==> src/rtl/stepmotor_pkg.sv <==
// Phase-bus encodings, decoder states and the pattern-to-index helper shared by the decoder.
package stepmotor_pkg;

  localparam logic [3:0] PH_STOP = 4'b0000;
  localparam logic [3:0] PH_IDX0 = 4'b0001;
  localparam logic [3:0] PH_IDX1 = 4'b0010;
  localparam logic [3:0] PH_IDX2 = 4'b0100;
  localparam logic [3:0] PH_IDX3 = 4'b1000;

  typedef enum logic [1:0] {
    IDLE  = 2'd0,
    TRACK = 2'd1,
    FAULT = 2'd2
  } dec_state_t;

  // {legal, idx}; PH_STOP and every multi-hot pattern report legal=0.
  function automatic logic [2:0] phase_to_idx(input logic [3:0] ph);
    logic [2:0] r;
    r = 3'b000;
    case (ph)
      PH_IDX0: r = {1'b1, 2'd0};
      PH_IDX1: r = {1'b1, 2'd1};
      PH_IDX2: r = {1'b1, 2'd2};
      PH_IDX3: r = {1'b1, 2'd3};
      default: r = 3'b000;
    endcase
    return r;
  endfunction

endpackage

==> src/rtl/stepmotor_phase_decoder_phase_sync.sv <==
// Two-flop synchroniser for the 4-bit phase bus; 2 clk latency, no backpressure.
module phase_sync (
  input  logic       clk,
  input  logic       rst_n,
  input  logic [3:0] d,
  output logic [3:0] q
);

  logic [3:0] meta_q;
  logic [3:0] sync_q;

  always_ff @(posedge clk or negedge rst_n) begin
    if (!rst_n) begin
      meta_q <= '0;
      sync_q <= '0;
    end else begin
      meta_q <= d;
      sync_q <= meta_q;
    end
  end

  assign q = sync_q;

endmodule

==> src/rtl/stepmotor_phase_decoder.sv <==
// Decodes motor phase steps into a signed position with fault, stall and target tracking.
// Phase edge to step_pulse/position is 3 clk; target offers are held off (tgt_ready=0) while armed.
module stepmotor_phase_decoder
  import stepmotor_pkg::*;
#(
  parameter int POS_W        = 16,
  parameter int STALL_CYCLES = 1_000_000
) (
  input  logic             clk,
  input  logic             rst_n,
  input  logic [3:0]       phases,
  input  logic             clear,
  input  logic             tgt_valid,
  output logic             tgt_ready,
  input  logic [POS_W-1:0] tgt_pos,
  output logic [POS_W-1:0] position,
  output logic             step_pulse,
  output logic             dir,
  output logic             moving,
  output logic             at_target,
  output logic             fault
);

  localparam int                CNT_W   = $clog2(STALL_CYCLES);
  localparam logic [CNT_W-1:0]  CNT_MAX = CNT_W'(STALL_CYCLES - 1);
  localparam logic [POS_W-1:0]  POS_ONE = POS_W'(1);

  logic [3:0]       ph_sync;
  logic             ph_legal;
  logic [1:0]       ph_idx;
  logic             ph_stop;
  logic [1:0]       delta;

  dec_state_t       state_q,  state_d;
  logic [1:0]       prev_q,   prev_d;
  logic [POS_W-1:0] pos_q,    pos_d;
  logic             dir_q,    dir_d;
  logic             step_q,   step_d;
  logic             moving_q, moving_d;
  logic [CNT_W-1:0] cnt_q,    cnt_d;
  logic             armed_q,  armed_d;
  logic [POS_W-1:0] tgt_q,    tgt_d;
  logic             at_tgt_q, at_tgt_d;
  logic             fault_q,  fault_d;

  phase_sync u_sync (
    .clk   (clk),
    .rst_n (rst_n),
    .d     (phases),
    .q     (ph_sync)
  );

  assign {ph_legal, ph_idx} = phase_to_idx(ph_sync);
  assign ph_stop            = (ph_sync == PH_STOP);
  assign delta              = ph_idx - prev_q;

  always_comb begin
    state_d  = state_q;
    prev_d   = prev_q;
    pos_d    = pos_q;
    dir_d    = dir_q;
    step_d   = 1'b0;
    moving_d = moving_q;
    cnt_d    = cnt_q;
    armed_d  = armed_q;
    tgt_d    = tgt_q;
    at_tgt_d = 1'b0;
    fault_d  = fault_q;

    case (state_q)
      IDLE: begin
        if (ph_legal) begin
          prev_d  = ph_idx;
          state_d = TRACK;
        end else if (!ph_stop) begin
          state_d = FAULT;
          fault_d = 1'b1;
        end
      end
      TRACK: begin
        if (ph_legal) begin
          // delta of 2 means a phase was skipped and direction is ambiguous
          case (delta)
            2'd1: begin
              pos_d  = pos_q + POS_ONE;
              dir_d  = 1'b1;
              step_d = 1'b1;
              prev_d = ph_idx;
            end
            2'd3: begin
              pos_d  = pos_q - POS_ONE;
              dir_d  = 1'b0;
              step_d = 1'b1;
              prev_d = ph_idx;
            end
            2'd0:    prev_d = ph_idx;
            default: begin
              state_d = FAULT;
              fault_d = 1'b1;
            end
          endcase
        end else if (!ph_stop) begin
          state_d = FAULT;
          fault_d = 1'b1;
        end
      end
      FAULT:   state_d = FAULT;
      default: state_d = IDLE;
    endcase

    if (armed_q) begin
      if (pos_q == tgt_q) begin
        at_tgt_d = 1'b1;
        armed_d  = 1'b0;
      end
    end else if (tgt_valid) begin
      tgt_d   = tgt_pos;
      armed_d = 1'b1;
    end

    // clear wins over any step or target event decoded in the same cycle
    if (clear) begin
      state_d  = IDLE;
      pos_d    = '0;
      step_d   = 1'b0;
      dir_d    = dir_q;
      fault_d  = 1'b0;
      armed_d  = 1'b0;
      at_tgt_d = 1'b0;
    end

    if (step_d) begin
      cnt_d    = '0;
      moving_d = 1'b1;
    end else if (cnt_q == CNT_MAX) begin
      moving_d = 1'b0;
    end else begin
      cnt_d = cnt_q + CNT_W'(1);
    end
  end

  always_ff @(posedge clk or negedge rst_n) begin
    if (!rst_n) begin
      state_q  <= IDLE;
      prev_q   <= '0;
      pos_q    <= '0;
      dir_q    <= 1'b0;
      step_q   <= 1'b0;
      moving_q <= 1'b0;
      cnt_q    <= '0;
      armed_q  <= 1'b0;
      tgt_q    <= '0;
      at_tgt_q <= 1'b0;
      fault_q  <= 1'b0;
    end else begin
      state_q  <= state_d;
      prev_q   <= prev_d;
      pos_q    <= pos_d;
      dir_q    <= dir_d;
      step_q   <= step_d;
      moving_q <= moving_d;
      cnt_q    <= cnt_d;
      armed_q  <= armed_d;
      tgt_q    <= tgt_d;
      at_tgt_q <= at_tgt_d;
      fault_q  <= fault_d;
    end
  end

  assign tgt_ready  = ~armed_q;
  assign position   = pos_q;
  assign step_pulse = step_q;
  assign dir        = dir_q;
  assign moving     = moving_q;
  assign at_target  = at_tgt_q;
  assign fault      = fault_q;

endmodule

==> config.mk <==
export PLATFORM = sky130hd
export DESIGN_NAME = stepmotor_phase_decoder
export DESIGN_NICKNAME = d
export VERILOG_FILES = /design/src/rtl/stepmotor_pkg.sv /design/src/rtl/stepmotor_phase_decoder_phase_sync.sv /design/src/rtl/stepmotor_phase_decoder.sv
export SDC_FILE = /design/constraint.sdc
export NUM_CORES = 1
export LEC_CHECK = 0
export CAP_MARGIN = 20
export CORE_MARGIN = 10
export CORE_UTILIZATION = 43
export CTS_BUF_LIST = sky130_fd_sc_hd__clkbuf_16
export DETAILED_ROUTE_END_ITERATION = 8
export PLACE_DENSITY_LB_ADDON = 0.12
export SYNTH_ARGS = -nofsm -noshare
export SYNTH_HDL_FRONTEND = slang
export SYNTH_SLANG_ARGS = --single-unit
==> constraint.sdc <==
create_clock -name clk -period 8.02 [get_ports clk]
set_input_delay 1.604 -clock clk [delete_from_list [all_inputs] [get_ports clk]]
set_output_delay 1.604 -clock clk [all_outputs]
set_load 0.005 [all_outputs]
* After elaboration in Yosys (flattened, before gate mapping) *
Index checks and enable logic that the tools add are counted.

cells by class
  $add $sub $neg = 4
  mux-type cells = 37
  equal/unequal tests = 16
  reduce and logical (&&, ||, !) cells = 17
  bitwise gates (word level) = 2

operator list
  kind                   number
  $mux 16                3
  $mux 20                2
  $pmux 16 s2            1
  $add 20x1->20 const B  1
  $eq 20x20->1 const B   1
  $mux 1                 18
  $add 16x1->16 const B  1
  $eq 16x16->1           1
  $mux 2                 8
  $sub 16x1->16 const B  1
  $pmux 3 s4             1
  $reduce_bool 2->1      5
  $ne 2x2->1 const B     4
  $reduce_and 4->1       2
  $pmux 2 s3             1
  $reduce_and 3->1       2
  $reduce_bool 3->1      2
  $eq 2x1->1 const B     2
  $eq 2x2->1 const B     2
  $eq 4x1->1 const B     1
  $eq 4x2->1 const B     1
  $eq 4x3->1 const B     1
  $eq 4x4->1 const B     1
  $logic_not 2->1        2
  10 further kinds       12

word-level totals
  output and inout port bits = 22
  register bits = 70
  input bits = 24
  logic and storage cells = 89

* Longest topological paths before layout *
  depth in word-level cells = 10
  gate-level depth with buffers = 14
  gate-level depth less buffers = 14

* Modules after synthesis *
A second synthesis with hierarchy kept.

unflattened totals
  cells, all modules = 379
  area, all modules = 3868.7 um^2

modules (own cells, without submodules)
  module                   times used  cells each  area an instance (um^2)  sequential area each (um^2)
  stepmotor_phase_decoder  1           371         3668.5                   1551.5
  phase_sync               1           8           200.2                    200.2

* Worst setup path after synthesis *
No wires, ideal clock.

  path type = flip-flop to flip-flop
  start point = register u_sync.sync_q[1], in the netlist u_sync.q[1]
  end point = register pos_q[10], in the netlist position[10]
  slack = 4211 ps
  arrival time = 3687 ps
  library setup time = 122 ps
  stages on the path, launching flop included = 14
  buffers on the path = 0
  cell sequence = dfrtp_1 > xnor2_1 > or3_1 > ha_1 > xnor2_1 > xnor2_1 > nor2_1 > ha_1 > nor2b_1 > o31a_1 > o31a_1 > a21boi_0 > o211ai_1 > a32o_1

on the way
  word-level cells in the longest chain between the ends = 8

RTL lines
  item                                             line                                      source
  from (decl)                                      stepmotor_phase_decoder_phase_sync.sv:10  logic [3:0] sync_q;
  from (signal assigned)                           stepmotor_phase_decoder_phase_sync.sv:18  sync_q <= meta_q;
  $eq 4x4->1, or another cell as far along         stepmotor_pkg.sv:20                       case (ph)
  $pmux 3 s4 (*)                                   stepmotor_pkg.sv:20
  $sub 2x2->2                                      stepmotor_phase_decoder.sv:55             assign delta = ph_idx - prev_q;
  $eq 2x2->1 / $eq 2x1->1 (equally long branches)  stepmotor_phase_decoder.sv:83             case (delta)
  $pmux 16 s2                                      stepmotor_phase_decoder.sv:83
  $mux 16                                          stepmotor_phase_decoder.sv:81             if (ph_legal) begin
  $mux 16                                          stepmotor_phase_decoder.sv:70             case (state_q)
  $mux 16                                          stepmotor_phase_decoder.sv:122            if (clear) begin
  to (signal assigned)                             stepmotor_phase_decoder.sv:158            pos_q <= pos_d;
  to (decl)                                        stepmotor_phase_decoder.sv:36             logic [POS_W-1:0] pos_q, pos_d;

Every way passes the cells marked *; elsewhere a longest branch is shown, timed or not. The select of a mux whose other input is x is not followed.
A chain may end at the register's enable or synchronous reset.

* Worst setup path in the final report *
  start point = register u_sync.sync_q[3], in the netlist u_sync.q[3]
  end point = register pos_q[14], in the netlist position[14]

The elaborated chain is that of the path after synthesis.

==> results.md <==
| Stage | Quantity | Reported |
| --- | --- | --- |
| die | Die span in y | 114.0 µm |
| worst hold path | Hold Path Sink | u_sync.q[3]$_DFF_PN0_ |
| synthesis | Most area-consuming cells after synthesis | sky130_fd_sc_hd__dfrtp_1 (46%), sky130_fd_sc_hd__xnor2_1 (6.9%), sky130_fd_sc_hd__ha_1 (5.3%), sky130_fd_sc_hd__mux2_2 (5.0%), sky130_fd_sc_hd__nor2_1 (4.2%) |
| sta | Final setup slack of the worst path | 4.051 ns |
| sta | Final number of hold-violating endpoints | 0 |
| critical path | Category of the worst setup path capture point | register |
| grt | Global Route Usage Sum | 13.25% |
| clocking | Root Buffer Master | sky130_fd_sc_hd__clkbuf_16 |
| synthesis | Post-synth top area cell | sky130_fd_sc_hd__dfrtp_1 |
| sta | Final sum of negative setup slack | 0 ns |
| sta | Max Clock Skew | 0.01013 ns |
| critical path | WP data arrival | 4.17 ns |
| grt | Antenna violations before repair | 0 |
| sta | Unrepaired setup endpoints after global routing | false |
| clocking | Clock Latency Late Sink | 0.33 ns |
| synthesis | Synth unique cells | 52 |
| clocking | CTS sink count | 70 |
| sta | Post-Route Hold Slack | 0.3420 ns |
| critical path | Register-to-Register Path Depth | 15 |
| die | Initial Utilization | 43.74% |
| synthesis | Share of synthesized flip-flops with an asynchronous set or reset | 100.0% |
| synthesis | Sequential-to-total area share from yosys stat | 46.14% |
| placed design | Pre-CTS setup slack | 3.669 ns |
| sta | Fmax achieved | 252.0 MHz |
| die | Overall die area | 12,990 µm² |
| synthesis | Number of storage elements in the synthesis netlist | 70 |
| routing | Via Count | 2,850 |
| synthesis | Area fraction in and, or, nand and nor cells after synthesis | 17.96% |
| placed design | Routability-driven placement congestion ratio | 0.8328 |
| routing | Remaining DRCs | 0 |
| routing | Detailed-route vias per instance | 5.307 |
| clocking | TritonCTS buffer count | 9 |
| power | Peak ir drop on the vdd network | 108.1 µV |
| critical path | Reg-to-Reg End | position[14]$_DFFE_PN0P_ |
| power | Total power density per cell area | 195.4 nW/µm² |
| critical path | Class of the most critical setup path | reg -> reg |
| clocking | Clock slew at reported path FFs | 0.05 ns |
| clocking | Post-CTS Hold Buffers | 0 |
| worst hold path | Hold path start | u_sync.meta_q[3]$_DFF_PN0_ |
| synthesis | Post-synthesis cell count | 375 |
| die | Die W | 114.0 µm |
| synthesis | Share of the synthesized area in the top cell type | 46.14% |
| synthesis | Cell with the most instances after synthesis | sky130_fd_sc_hd__dfrtp_1 |
| finish | Final antenna diode count | 0 |
| die | I/O pin count | 46 |
| synthesis | Post-synthesis net count | 416 |
| synthesis | Total standard cell area after synthesis | 3796 µm² |
| clocking | Number of gates given a new drive strength after cts | 0 |
| placed design | # port buffers | 45 |
| power | Reported leakage power | 1.975 nW |
| critical path | Startpoint class of the critical path | register |
| critical path | Start of the worst register-to-register path | u_sync.q[3]$_DFF_PN0_ |
| routing | Final routed wirelength across all metal layers | 8032 µm |
| finish | Fraction of final layout cells with drive strength greater than 1 | 9.557% |
| finish | Area Growth Syn to Fin | 21.62% |
| clocking | H-tree level count | 3 |
| run | Max Cap Viol | 0 |
| clocking | Number of buffers inserted by post-CTS setup repair | 0 |
| grt | Pin count of the biggest net entering global routing | 71 |
| worst hold path | Hold crit path type | reg -> reg |
| placed design | Placed cells | 523 |
| sta | Slew headroom | 41.79% |
| synthesis | Cell types with the highest counts after synthesis | sky130_fd_sc_hd__dfrtp_1 (70), sky130_fd_sc_hd__nor2_1 (42), sky130_fd_sc_hd__nand2_1 (33) |
| critical path | Slack of the worst reg-to-reg path | 4.05 ns |
| placed design | Half-perimeter wire length after placement | 5982 µm |
| die | Placeable core area | 8678 µm² |
| die | Cell Rows | 34 |
| grt | Overflow left after global routing | 0 |
| finish | Final core utilization | 53.20% |
| synthesis | Largest family of logic cells by synthesized area | simple AND/OR/NAND/NOR gates |
| synthesis | Post-Syn Area per Cell | 10.12 µm² |
| sta | Total setup violations reported at the end of the flow | 0 |
| sta | Max Transition Viols Final | 0 |
| synthesis | Share of synthesized area spent on multiplexers | 6.658% |
| synthesis | Number of enable flip-flop cells after synthesis | 0 |
| routing | Post-route antenna net violation count | 0 |
| clocking | Clock tree from TritonCTS | yes |
| routing | First drt pass iteration count | 5 |
| synthesis | Compound-gate portion of the synthesized area | 11.87% |
| synthesis | Most used flip-flop cell after synthesis | sky130_fd_sc_hd__dfrtp_1 |
| finish | Nets | 468 |
| synthesis | Warning count from the yosys run | 0 |
| worst hold path | Hold Path Depth | 0 |
| synthesis | Post-synthesis share of cell area spent on xor and xnor gates | 9.690% |
| run status | Result of the run | completed |
| synthesis | Share of synthesized cell area in full adder, half adder and majority cells | 5.801% |
| grt | Global-route wire length before repair | 14,110 µm |
| grt | Number of global-route vias before repair | 2,946 |
| clocking | Maximum buffer depth of the clock tree | 2 |
| sta | Final worst path period need | 3.969 ns |
| sta | Actual transition at the worst max-transition pin | 0.8732 ns |
| critical path | Critical Path RT | 8.22 ns |
| sta | Period Utilization, post-route | 49.49% |
| finish | Finished Layout Cells | 537 |
| routing | Routed length per instance | 14.96 µm |
| critical path | Peak fanout along the critical path | 9 |
| routing | Number of violations reported at the end of detailed-routing iteration 0 | 96 |
==> layout by cell type, fill, tap and decap left out, types with 9 or more instances in the layout <==
cell type                          n
sky130_fd_sc_hd__a21oi_1          20
sky130_fd_sc_hd__and3_1            9
sky130_fd_sc_hd__clkbuf_16         9
sky130_fd_sc_hd__clkdlybuf4s50_1  44
sky130_fd_sc_hd__dfrtp_1          70
sky130_fd_sc_hd__ha_1             16
sky130_fd_sc_hd__inv_1            10
sky130_fd_sc_hd__mux2_2           17
sky130_fd_sc_hd__nand2_1          33
sky130_fd_sc_hd__nand3_1          10
sky130_fd_sc_hd__nor2_1           42
sky130_fd_sc_hd__o21ai_0          13
sky130_fd_sc_hd__xnor2_1          30
sky130_fd_sc_hd__xor2_1           12
==> report_power, final <==
| group | internal [mW] | switching, mW |
|---|---|---|
| clock | 0.200 | 0.134 |
| sequential | 0.395 | 0.0377 |
| combinational | 0.0700 | 0.0648 |
==> state kept, by name (all words and copies together) (netlist names) <==
name and count:
armed_q 1, at_target 1, cnt_q 20, dir 1, fault 1, moving 1
position 16, prev_q 2, state_q 2, step_pulse 1, tgt_q 16, u_sync.meta_q 4
u_sync.q 4
==> worst max path at each step <==
stage / slack [ns] / end / start
after detailed placement: 3.67 / position[10]$_DFFE_PN0P_ / u_sync.q[3]$_DFF_PN0_
final: 4.05 / position[14]$_DFFE_PN0P_ / u_sync.q[3]$_DFF_PN0_
after CTS: 3.66 / position[10]$_DFFE_PN0P_ / u_sync.q[3]$_DFF_PN0_
after floorplan: 4.21 / position[10]$_DFFE_PN0P_ / u_sync.q[1]$_DFF_PN0_
after global routing: 3.75 / position[14]$_DFFE_PN0P_ / u_sync.q[3]$_DFF_PN0_
after global placement: 3.73 / position[14]$_DFFE_PN0P_ / clear
==> stage by stage <==
stage	power [mW]	cell area (µm²)
global placement	0.5689	4365
finish	0.9023	4617
global route	0.9480	4617
CTS	0.9110	4609
detailed placement	0.5741	4365
floorplan	0.5252	3796
==> kinds of logic (layout without fill, tap and decap cells) <==
| kind of cell | after synthesis | count (layout) |
|---|---|---|
| buffers and inverters | 18 | 72 |
| multiplexers | 23 | 23 |
| XOR/XNOR | 42 | 42 |
| adder cells (fa/ha/maj) | 17 | 17 |
| AND/OR/NAND/NOR | 138 | 138 |
| AO/OA/AOI/OAI | 67 | 67 |
| flip-flops | 70 | 70 |
==> per-layer routing <==
| metal | GRT usage [%] | vias up | wire [µm] |
|---|---|---|---|
| met5 | 0 | - | 0 |
| met4 | 6.015 | 0 | 155 |
| met3 | 3.937 | 11 | 510 |
| met2 | 21.11 | 60 | 3694 |
| met1 | 16.14 | 1358 | 3671 |
| li1 | - | 1421 | - |
==> worst max-delay path, stage by stage, from the launching register on <==
cell and delay (ns):
sky130_fd_sc_hd__dfrtp_1 0.44, sky130_fd_sc_hd__xnor2_1 0.15, sky130_fd_sc_hd__or3_1 0.33, sky130_fd_sc_hd__ha_1 0.22
sky130_fd_sc_hd__xnor2_1 0.24, sky130_fd_sc_hd__xnor2_1 0.17, sky130_fd_sc_hd__nor2_1 0.43, sky130_fd_sc_hd__buf_4 0.27
sky130_fd_sc_hd__inv_1 0.07, sky130_fd_sc_hd__fa_1 0.37, sky130_fd_sc_hd__nor2b_1 0.19, sky130_fd_sc_hd__o31a_1 0.23
sky130_fd_sc_hd__o311ai_1 0.16, sky130_fd_sc_hd__a21bo_2 0.27, sky130_fd_sc_hd__a221oi_2 0.20, sky130_fd_sc_hd__o31ai_1 0.09
==> cell type report <==
class                           instances  area (µm²)
Inverter                               10       37.54
Tap cell                              108       135.1
Timing Repair Buffer                   49       475.5
Multi-Input combinational cell        287        1973
Clock buffer                            9       225.2
Fill cell                             835        4061
Sequential cell                        70        1752
Clock inverter                          4       18.77
(Power assumes the default switching activity.)
